## config.mk

```make
export PLATFORM = sky130hd
export DESIGN_NAME = err_metric_acc
export DESIGN_NICKNAME = d
export VERILOG_FILES = /design/src/rtl/err_metric_acc.sv
export SDC_FILE = /design/constraint.sdc
export NUM_CORES = 1
export LEC_CHECK = 0
export ABC_AREA = 1
export CORE_MARGIN = 8
export CORE_UTILIZATION = 40
export CTS_CLUSTER_SIZE = 40
export DETAILED_ROUTE_END_ITERATION = 10
export DONT_BUFFER_PORTS = 1
export HOLD_SLACK_MARGIN = 0.02
export PLACE_DENSITY = 0.56
export SLEW_MARGIN = 20
export SYNTH_ARGS = -nofsm -noshare
export SYNTH_HDL_FRONTEND = slang
export SYNTH_SLANG_ARGS = --single-unit
```

## constraint.sdc

```tcl
create_clock -name clk -period 2.3 [get_ports clk]
set_input_delay 0.23 -clock clk [delete_from_list [all_inputs] [get_ports clk]]
set_output_delay 0.23 -clock clk [all_outputs]
set_load 0.05 [all_outputs]
```

## src/rtl/err_metric_acc.sv

```systemverilog
// Error-metric accumulator: compares an approximate multiplier's products against
// exact ones over a run of num_samples pairs through a two-stage pipeline.
module err_metric_acc #(
  parameter int W     = 8,
  parameter int CNT_W = 16
) (
  input  logic                      clk,
  input  logic                      rst,
  input  logic                      start,
  input  logic [CNT_W-1:0]          num_samples,
  input  logic                      in_valid,
  output logic                      in_ready,
  input  logic [2*W-1:0]            exact,
  input  logic [2*W-1:0]            apprx,
  output logic                      busy,
  output logic                      done,
  output logic [CNT_W-1:0]          err_count,
  output logic [2*W+CNT_W-1:0]      sum_ed_abs,
  output logic signed [2*W+CNT_W:0] sum_ed,
  output logic [2*W-1:0]            max_ed,
  output logic [CNT_W-1:0]          zero_exact_count
);

  localparam int PW = 2 * W;
  localparam int AW = PW + CNT_W;

  typedef enum logic [1:0] {
    IDLE  = 2'd0,
    RUN   = 2'd1,
    DRAIN = 2'd2,
    DONE  = 2'd3
  } state_t;

  state_t             state_r;
  state_t             state_s;
  logic [CNT_W-1:0]   num_r;
  logic [CNT_W-1:0]   acc_cnt_r;
  logic               in_ready_r;
  logic               busy_r;
  logic               done_r;
  logic               accept_s;
  logic               last_s;
  logic               clr_s;
  logic signed [PW:0] d_s;

  logic               s1_valid_r;
  logic signed [PW:0] s1_d_r;
  logic [PW-1:0]      s1_abs_r;
  logic               s1_mis_r;
  logic               s1_zero_r;

  logic [CNT_W-1:0]   err_cnt_r;
  logic [AW-1:0]      sum_abs_r;
  logic [AW:0]        sum_r;
  logic [PW-1:0]      max_r;
  logic [CNT_W-1:0]   zero_cnt_r;

  // Magnitude of a signed difference; |d| never exceeds 2^PW-1 so PW bits suffice.
  function automatic logic [PW-1:0] abs_ed(input logic signed [PW:0] d);
    logic [PW:0] mag;
    mag = d[PW] ? $unsigned(-d) : $unsigned(d);
    return mag[PW-1:0];
  endfunction

  assign accept_s = in_valid && in_ready_r;
  assign last_s   = accept_s && ((acc_cnt_r + {{(CNT_W-1){1'b0}}, 1'b1}) == num_r);
  assign d_s      = {1'b0, exact} - {1'b0, apprx};

  // Next-state decode; start is honoured only while idle or holding results.
  always_comb begin
    state_s = state_r;
    clr_s   = 1'b0;
    case (state_r)
      IDLE, DONE: begin
        if (start) begin
          clr_s   = 1'b1;
          state_s = (num_samples == {CNT_W{1'b0}}) ? DONE : RUN;
        end else begin
          state_s = state_r;
        end
      end
      RUN: begin
        if (last_s) begin
          state_s = DRAIN;
        end else begin
          state_s = RUN;
        end
      end
      // Stage 2 absorbs the last sample on the cycle stage 1 empties.
      DRAIN: begin
        if (!s1_valid_r) begin
          state_s = DONE;
        end else begin
          state_s = DRAIN;
        end
      end
      default: state_s = IDLE;
    endcase
  end

  // State register, registered handshake/status flags and sample counter.
  always_ff @(posedge clk) begin
    if (rst) begin
      state_r    <= IDLE;
      num_r      <= {CNT_W{1'b0}};
      acc_cnt_r  <= {CNT_W{1'b0}};
      in_ready_r <= 1'b0;
      busy_r     <= 1'b0;
      done_r     <= 1'b0;
    end else begin
      state_r    <= state_s;
      in_ready_r <= (state_s == RUN);
      busy_r     <= (state_s == RUN) || (state_s == DRAIN);
      done_r     <= (state_s == DONE);
      if (clr_s) begin
        num_r     <= num_samples;
        acc_cnt_r <= {CNT_W{1'b0}};
      end else if (accept_s) begin
        acc_cnt_r <= acc_cnt_r + {{(CNT_W-1){1'b0}}, 1'b1};
      end
    end
  end

  // Stage 1: per-sample difference, magnitude and classification flags.
  always_ff @(posedge clk) begin
    if (rst) begin
      s1_valid_r <= 1'b0;
      s1_d_r     <= {(PW+1){1'b0}};
      s1_abs_r   <= {PW{1'b0}};
      s1_mis_r   <= 1'b0;
      s1_zero_r  <= 1'b0;
    end else begin
      s1_valid_r <= accept_s;
      if (accept_s) begin
        s1_d_r    <= d_s;
        s1_abs_r  <= abs_ed(d_s);
        s1_mis_r  <= (exact != apprx);
        s1_zero_r <= (exact == {PW{1'b0}});
      end
    end
  end

  // Stage 2: accumulators sized so a full-length run cannot wrap.
  always_ff @(posedge clk) begin
    if (rst || clr_s) begin
      err_cnt_r  <= {CNT_W{1'b0}};
      sum_abs_r  <= {AW{1'b0}};
      sum_r      <= {(AW+1){1'b0}};
      max_r      <= {PW{1'b0}};
      zero_cnt_r <= {CNT_W{1'b0}};
    end else if (s1_valid_r) begin
      err_cnt_r  <= err_cnt_r + {{(CNT_W-1){1'b0}}, s1_mis_r};
      sum_abs_r  <= sum_abs_r + {{CNT_W{1'b0}}, s1_abs_r};
      sum_r      <= sum_r + {{CNT_W{s1_d_r[PW]}}, s1_d_r};
      zero_cnt_r <= zero_cnt_r + {{(CNT_W-1){1'b0}}, s1_zero_r};
      if (s1_abs_r > max_r) begin
        max_r <= s1_abs_r;
      end
    end
  end

  assign in_ready         = in_ready_r;
  assign busy             = busy_r;
  assign done             = done_r;
  assign err_count        = err_cnt_r;
  assign sum_ed_abs       = sum_abs_r;
  assign sum_ed           = $signed(sum_r);
  assign max_ed           = max_r;
  assign zero_exact_count = zero_cnt_r;

endmodule

```

# After elaboration in Yosys (flattened, before gate mapping)
# Cells that the tools add are included.
classes:
  order_cmp: 1
  n_addsub: 7
  eq_ne: 8
  n_mux: 8
  n_reduce_logical: 10
op_table:
  columns: ["op", "count"]
  rows:
  - ["33-bit adder", 1]
  - ["16-bit by 1-bit adder with 16-bit output", 2]
  - ["32-bit by 16-bit adder with 32-bit output", 1]
  - ["16-bit logical NOT", 2]
  - ["16-bit by 16-bit subtractor with 17-bit output", 1]
  - ["16-bit by 1-bit adder with 16-bit output (second input constant)", 1]
  - ["16-bit == test", 1]
  - ["16-bit > comparator", 1]
  - ["16-bit 2-to-1 mux", 1]
  - ["16-bit inequality test", 1]
  - ["16-bit negator", 1]
  - ["2-bit == test (second input constant)", 4]
  - ["2-bit 2-to-1 mux", 3]
  - ["2-bit case mux with 3 select lines", 1]
  - ["2-bit by 1-bit == test with 1-bit output (second input constant)", 2]
  - ["2-bit OR reduction", 2]
  - ["1-bit 2-to-1 mux", 3]
  - ["1-bit logical AND", 2]
  - ["2-bit logical NOT", 1]
  - ["1-bit logical OR", 2]
  - ["2-bit AND reduction", 1]
totals:
  out_inout_bits: 116
  register_bits: 186
  input_bits: 52
  wordCells: 50

# Depth between registers and ports, before layout
depth:
  word_depth: 7
  ltp_mapped: 20
  mapped_depth_nobuf: 20

# Worst setup path after synthesis
# Ideal clock, no wire load.
synth_path:
  path_type: "reg-to-reg"
  from: "reg sum_abs_r[0], in the netlist sum_ed_abs[0]"
  to: "reg sum_abs_r[20], in the netlist sum_ed_abs[20]"
  path_buffers: 0
  setup_slack_ns: -0.255
  t_arrival_ns: 2.436
  setup_time_ns: 0.119
  period_less_slack_ns: 2.555
  path_stages_with_launch: 13
  path_cell_list: "dfxtp_1 > ha_1 > inv_1 > fa_1 > o21ai_1 > a21oi_1 > o21ai_2 > nand2_1 > nand2_1 > nand2_1 > or2_0 > o21ai_0 > a21oi_1"
synth_between:
  elab_chain_cells: 1
synth_lines:
  columns: ["element", "line_no", "source"]
  rows:
  - ["start: declaration", "53", "logic [AW-1:0] sum_abs_r;"]
  - ["start signal: assignment", "147", "sum_abs_r <= {AW{1'b0}};"]
  - ["start signal: assignment", "153", "sum_abs_r <= sum_abs_r + {{CNT_W{1'b0}}, s1_abs_r};"]
  - ["32-bit by 16-bit adder with 32-bit output", "153", null]
# No other way between the ends.
# A chain may end at the register's enable or synchronous reset.

# Worst setup path in the final report
layout_path:
  from: "reg acc_cnt_r[1]"
  to: "reg busy_r, in the netlist busy"
layout_between:
  elab_chain_cells: 7
  elab_cells_between_ends: 8
  cone_classes: "add/sub (1); eq/ne (3); mux (2); reduce/logical (2)"
layout_lines:
  columns: ["element", "line_no", "source"]
  rows:
  - ["start: declaration", "37", "logic [CNT_W-1:0] acc_cnt_r;"]
  - ["start signal: assignment", "106", "acc_cnt_r <= {CNT_W{1'b0}};"]
  - ["start signal: assignment", "117", "acc_cnt_r <= {CNT_W{1'b0}};"]
  - ["start signal: assignment", "119", "acc_cnt_r <= acc_cnt_r + {{(CNT_W-1){1'b0}}, 1'b1};"]
  - ["16-bit by 1-bit adder with 16-bit output (*)", "66", "assign last_s = accept_s && ((acc_cnt_r + {{(CNT_W-1){1'b0}}, 1'b1}) == num_r);"]
  - ["16-bit == test (*)", "66", null]
  - ["1-bit logical AND (*)", "66", null]
  - ["2-bit 2-to-1 mux (*)", "83", "if (last_s) begin"]
  - ["2-bit case mux with 3 select lines (*)", "73", "case (state_r)"]
  - ["named net state_s[0]", "35", "state_t state_s;"]
  - ["2-bit by 1-bit == test with 1-bit output / 2-bit == test (equally long branches)", "113", "busy_r <= (state_s == RUN) || (state_s == DRAIN);"]
  - ["1-bit logical OR (*)", "113", null]
  - ["end signal: assignment", "113", null]
  - ["end: declaration", "39", "logic busy_r;"]
# Mark *: on every way through the listed nets, which the timed path passes. The rest lies on a longest branch.

==> results.txt <==
----------------------------------------------------
[Outcome]
  Run status ... finished, final reports clean

[Clock network]
  Later-pin clock latency in the skew report ... between 400 and 500 ps
  TritonCTS buffer count ... 17
  Clock tree from TritonCTS ... done
  H-tree depth ... 4
  Clock input transition at the sequential cells of the worst setup and hold paths ... 70 ps
  # clock sinks ... roughly 190
  CTS Root Cell ... sky130_fd_sc_hd__clkbuf_16
  Buffer depth of the longest clock path ... 2

[Global route]
  Global-route usage over all layers ... 0.200
  Final global-route overflow total ... 0
  First-pass GRT wire length ... 59400 um
  Number of antenna violations at the first check in global routing ... 0
  Number of global-route vias before repair ... 11500
  Maximum number of pins on one net before global-route repair ... 66

[Floorplan]
  Num rows ... between 60 and 70
  Placeable core area ... 30400 um2
  Horizontal extent of the die ... 192 um
  Number of ports placed on the die boundary ... 168
  Height of the die ... 192 um
  DIE AREA ... 36700 um2
  Initial Util ... 0.405

[Timing]
  Finish-stage setup viols ... 0
  Worst slew margin ... 0.465
  Setup repair after global routing missed its margin ... true
  Final min period ... 2230 ps
  Max-slew violation total from the final report ... 0
  Final period util ... 0.970
  Final Hold Fails ... 0
  Skew final ... roughly 11 ps
  Max Clk Rate ... ~450 MHz
  Tightest Pin Transition ... approximately 800 ps

[Worst setup path]
  Critical Path Stages ... 18
  Worst Path Buf+Inv ... 0
  Crit path launch type ... flop
  Category of the most critical setup path ... reg2reg
  Most used cell along the critical path ... sky130_fd_sc_hd__nand2_1
  Cell with the largest stage delay on the worst path ... sky130_fd_sc_hd__dfxtp_4
  Slowest cell delay on critical path ... 390 ps
  Ordered list of cells on the worst path ... ha_4 > nand2_4 > nor2_4 > nand2_4 > nor2_4 > nand2_2 > nand2_2 > nand3_2 > nand2_1 > nand2_1 > nor2_2 > nand3_2 > nand2_1 > nand2_1 > nand2_2 > nand2_4 > ha_4 > nor2_1
  Crit path capture type ... flop
  Critical path's top delay family ... simple AND/OR/NAND/NOR gates
  Worst r2r path cells ... 18
  Critical Path Fanout Max ... 5
  Data required time at the worst endpoint ... 2600 ps
  Arrival time at the worst endpoint ... approximately 2500 ps

[Synthesis]
  Synth Register Bits ... 185
  Mean instance size in the synthesized netlist ... around 6.5 um2
  Most instantiated flip-flop cell in the synthesis netlist ... sky130_fd_sc_hd__dfxtp_1
  Most common cell in the synthesized netlist ... sky130_fd_sc_hd__nand2_1
  Share of synthesized area occupied by flip-flops and latches ... 0.301
  Number of synthesis warnings ... 0
  Area share of the leading cell type in the synthesized netlist ... 0.301
  Mapped Area ... approximately 12000 um2
  Most common library cells after synthesis ... 345 x sky130_fd_sc_hd__nand2_1, 295 x sky130_fd_sc_hd__nor2_1, 272 x sky130_fd_sc_hd__inv_1
  Top cells by area, synth ... sky130_fd_sc_hd__dfxtp_1 30%, sky130_fd_sc_hd__nand2_1 11%, sky130_fd_sc_hd__ha_1 9.1%, sky130_fd_sc_hd__nor2_1 9.0%, sky130_fd_sc_hd__inv_1 8.3%
  Post-Synthesis Cells ... 1890
  Proportion of register bits with asynchronous set or reset after synthesis ... 0
  Unique masters post-synth ... slightly above 50
  Number of enable-type register cells in the synthesized netlist ... 0
  Cell type with the highest aggregate area in the netlist ... sky130_fd_sc_hd__dfxtp_1
  Synthesized net count ... 2035

[Route]
  Initial DRC Count ... 661
  Detailed-route via count ... 12300
  Detail-routed via count per cell ... 5.01
  Post-route antenna net violation count ... 0
  Post-route DRC violation count ... 0
  Routed wire length ... 37100 um
  Number of detailed-routing iterations run before antenna repair ... 5
  Average detailed-routed wire length per instance ... 15.1 um

[Cells and area]
  Fin nets ... 2194
  Final core occ ... 0.498
  Post-Layout Cell Count ... 2458
  Layout Area Growth over Synthesis ... 22.9%
  Fraction of layout cells with a size suffix above 1 ... 0.167
  Number of antenna diodes ... 0

[Placed design]
  Count of port buffers added during placement ... 0
  Detail Placement HPWL ... 28300 um
  Global placer's final weighted congestion ... 0.889
  Number of cells after detailed placement ... 2395

[Worst hold path]
  Hold Path Depth ... 3
  Class of the tightest hold or removal check ... in2reg

[Flow run]
  Max_cap viols ... 0

[Power and ir drop]
  Maximum resistive drop on vdd ... between 0.0005 and 0.0006 V
  Leak ... 7.04 nW
  Pwr Density ... about 700 nW/um2

----------------------------------------------------
-- state kept, by name (all words and copies together), names as in the netlist, 15 cells and up --
signal            count
sum_ed               33
zero_exact_count     16
s1_d_r               17
max_ed               16
err_count            16
acc_cnt_r            16
num_r                16
s1_abs_r             15
sum_ed_abs           32
-- tightest hold or removal path, stage by stage --
cell and delay, ps:
sky130_fd_sc_hd__nor2_4 30, sky130_fd_sc_hd__inv_2 120, sky130_fd_sc_hd__a211oi_1 70
-- stage by stage --
stage          worst slack, ps  hold slack (ps)  total power, W  area (um2)  setup TNS (ps)
2_1_floorplan            0.104              397         0.00643       12300               0
3_3_place_gp             -72.8              301         0.00735       13800            -124
3_5_place_dp              -109              302         0.00739       13800            -563
4_1_cts                  -6.75             21.6          0.0106       14700           -8.40
5_1_grt                  -75.4             34.9          0.0114       15100            -268
6_report                  69.8             39.1          0.0106       15100               0
-- where the power goes --
| group | total, W | leakage (nW) | switching (W) | internal [W] |
|---|---|---|---|---|
| clock | 0.00309 | 0.290 | 0.00137 | 0.00172 |
| combinational | 0.00360 | 5.24 | 0.00231 | 0.00129 |
| sequential | 0.00394 | 1.51 | 0.000374 | 0.00357 |
-- placed cells by master, fill, tap and decap left out, types with 9 or more instances in the layout --
cell type,n
sky130_fd_sc_hd__a21oi_1,143
sky130_fd_sc_hd__a21oi_2,14
sky130_fd_sc_hd__a31oi_1,14
sky130_fd_sc_hd__buf_4,164
sky130_fd_sc_hd__clkbuf_16,18
sky130_fd_sc_hd__dfxtp_1,166
sky130_fd_sc_hd__dfxtp_2,13
sky130_fd_sc_hd__dlygate4sd3_1,20
sky130_fd_sc_hd__ha_1,81
sky130_fd_sc_hd__inv_1,265
sky130_fd_sc_hd__nand2_1,323
sky130_fd_sc_hd__nand2_2,33
sky130_fd_sc_hd__nand3_1,101
sky130_fd_sc_hd__nand3_2,9
sky130_fd_sc_hd__nand4_1,25
sky130_fd_sc_hd__nor2_1,281
sky130_fd_sc_hd__nor2_2,16
sky130_fd_sc_hd__nor2_4,10
sky130_fd_sc_hd__nor3_1,22
sky130_fd_sc_hd__nor4_1,13
sky130_fd_sc_hd__o211ai_1,16
sky130_fd_sc_hd__o21a_1,11
sky130_fd_sc_hd__o21ai_0,143
sky130_fd_sc_hd__o21ai_1,9
sky130_fd_sc_hd__xnor2_1,15
sky130_fd_sc_hd__xor2_1,25
-- worst paths after layout --
check                  to    startpoint  slack [ps]
max                  busy  acc_cnt_r[1]          70
min          acc_cnt_r[4]           rst          40
max reg2reg          busy  acc_cnt_r[1]          70
min reg2reg     num_r[13]     num_r[13]         480
-- layer usage --
metal  share of wire  up-vias  GRT usage
met5               0        -          0
met4           0.024        0     0.0693
met3           0.050       42     0.0345
met2            0.44      257      0.315
met1            0.49     5527      0.272
li1                -     6492          -
-- kinds of logic (layout without fill, tap and decap cells) --
logic type | after synthesis | in the layout | share of synthesized area
simple gates | 863 | 863 | 0.299
compound gates | 380 | 380 | 0.169
flops | 185 | 185 | 0.301
buf+inv | 326 | 498 | 0.101
fa+ha+maj | 93 | 93 | 0.0963
xor+xnor | 43 | 43 | 0.0339
-- repair_timing --
| item | in CTS | in global routing |
|---|---|---|
| cloned | 0 | 0 |
| hold buffers | 20 | 0 |
| pin swaps | 1 | 37 |
| setup endpoints to repair | 14 | 45 |
| endpoints found under the hold margin | 33 | 0 |
| gates resized for setup | 8 | 114 |
| buffers inserted | 1 | 10 |
-- area by class of cell --
type	instances	area, um2
Tap cell	396	495
Inverter	277	1050
Clock inverter	10	133
Sequential cell	185	3740
Clock buffer	22	475
Timing Repair Buffer	189	1510
Fill cell	3076	15300
Multi-Input combinational cell	1379	7740
No activity file was read; power rests on OpenSTA's default activity.
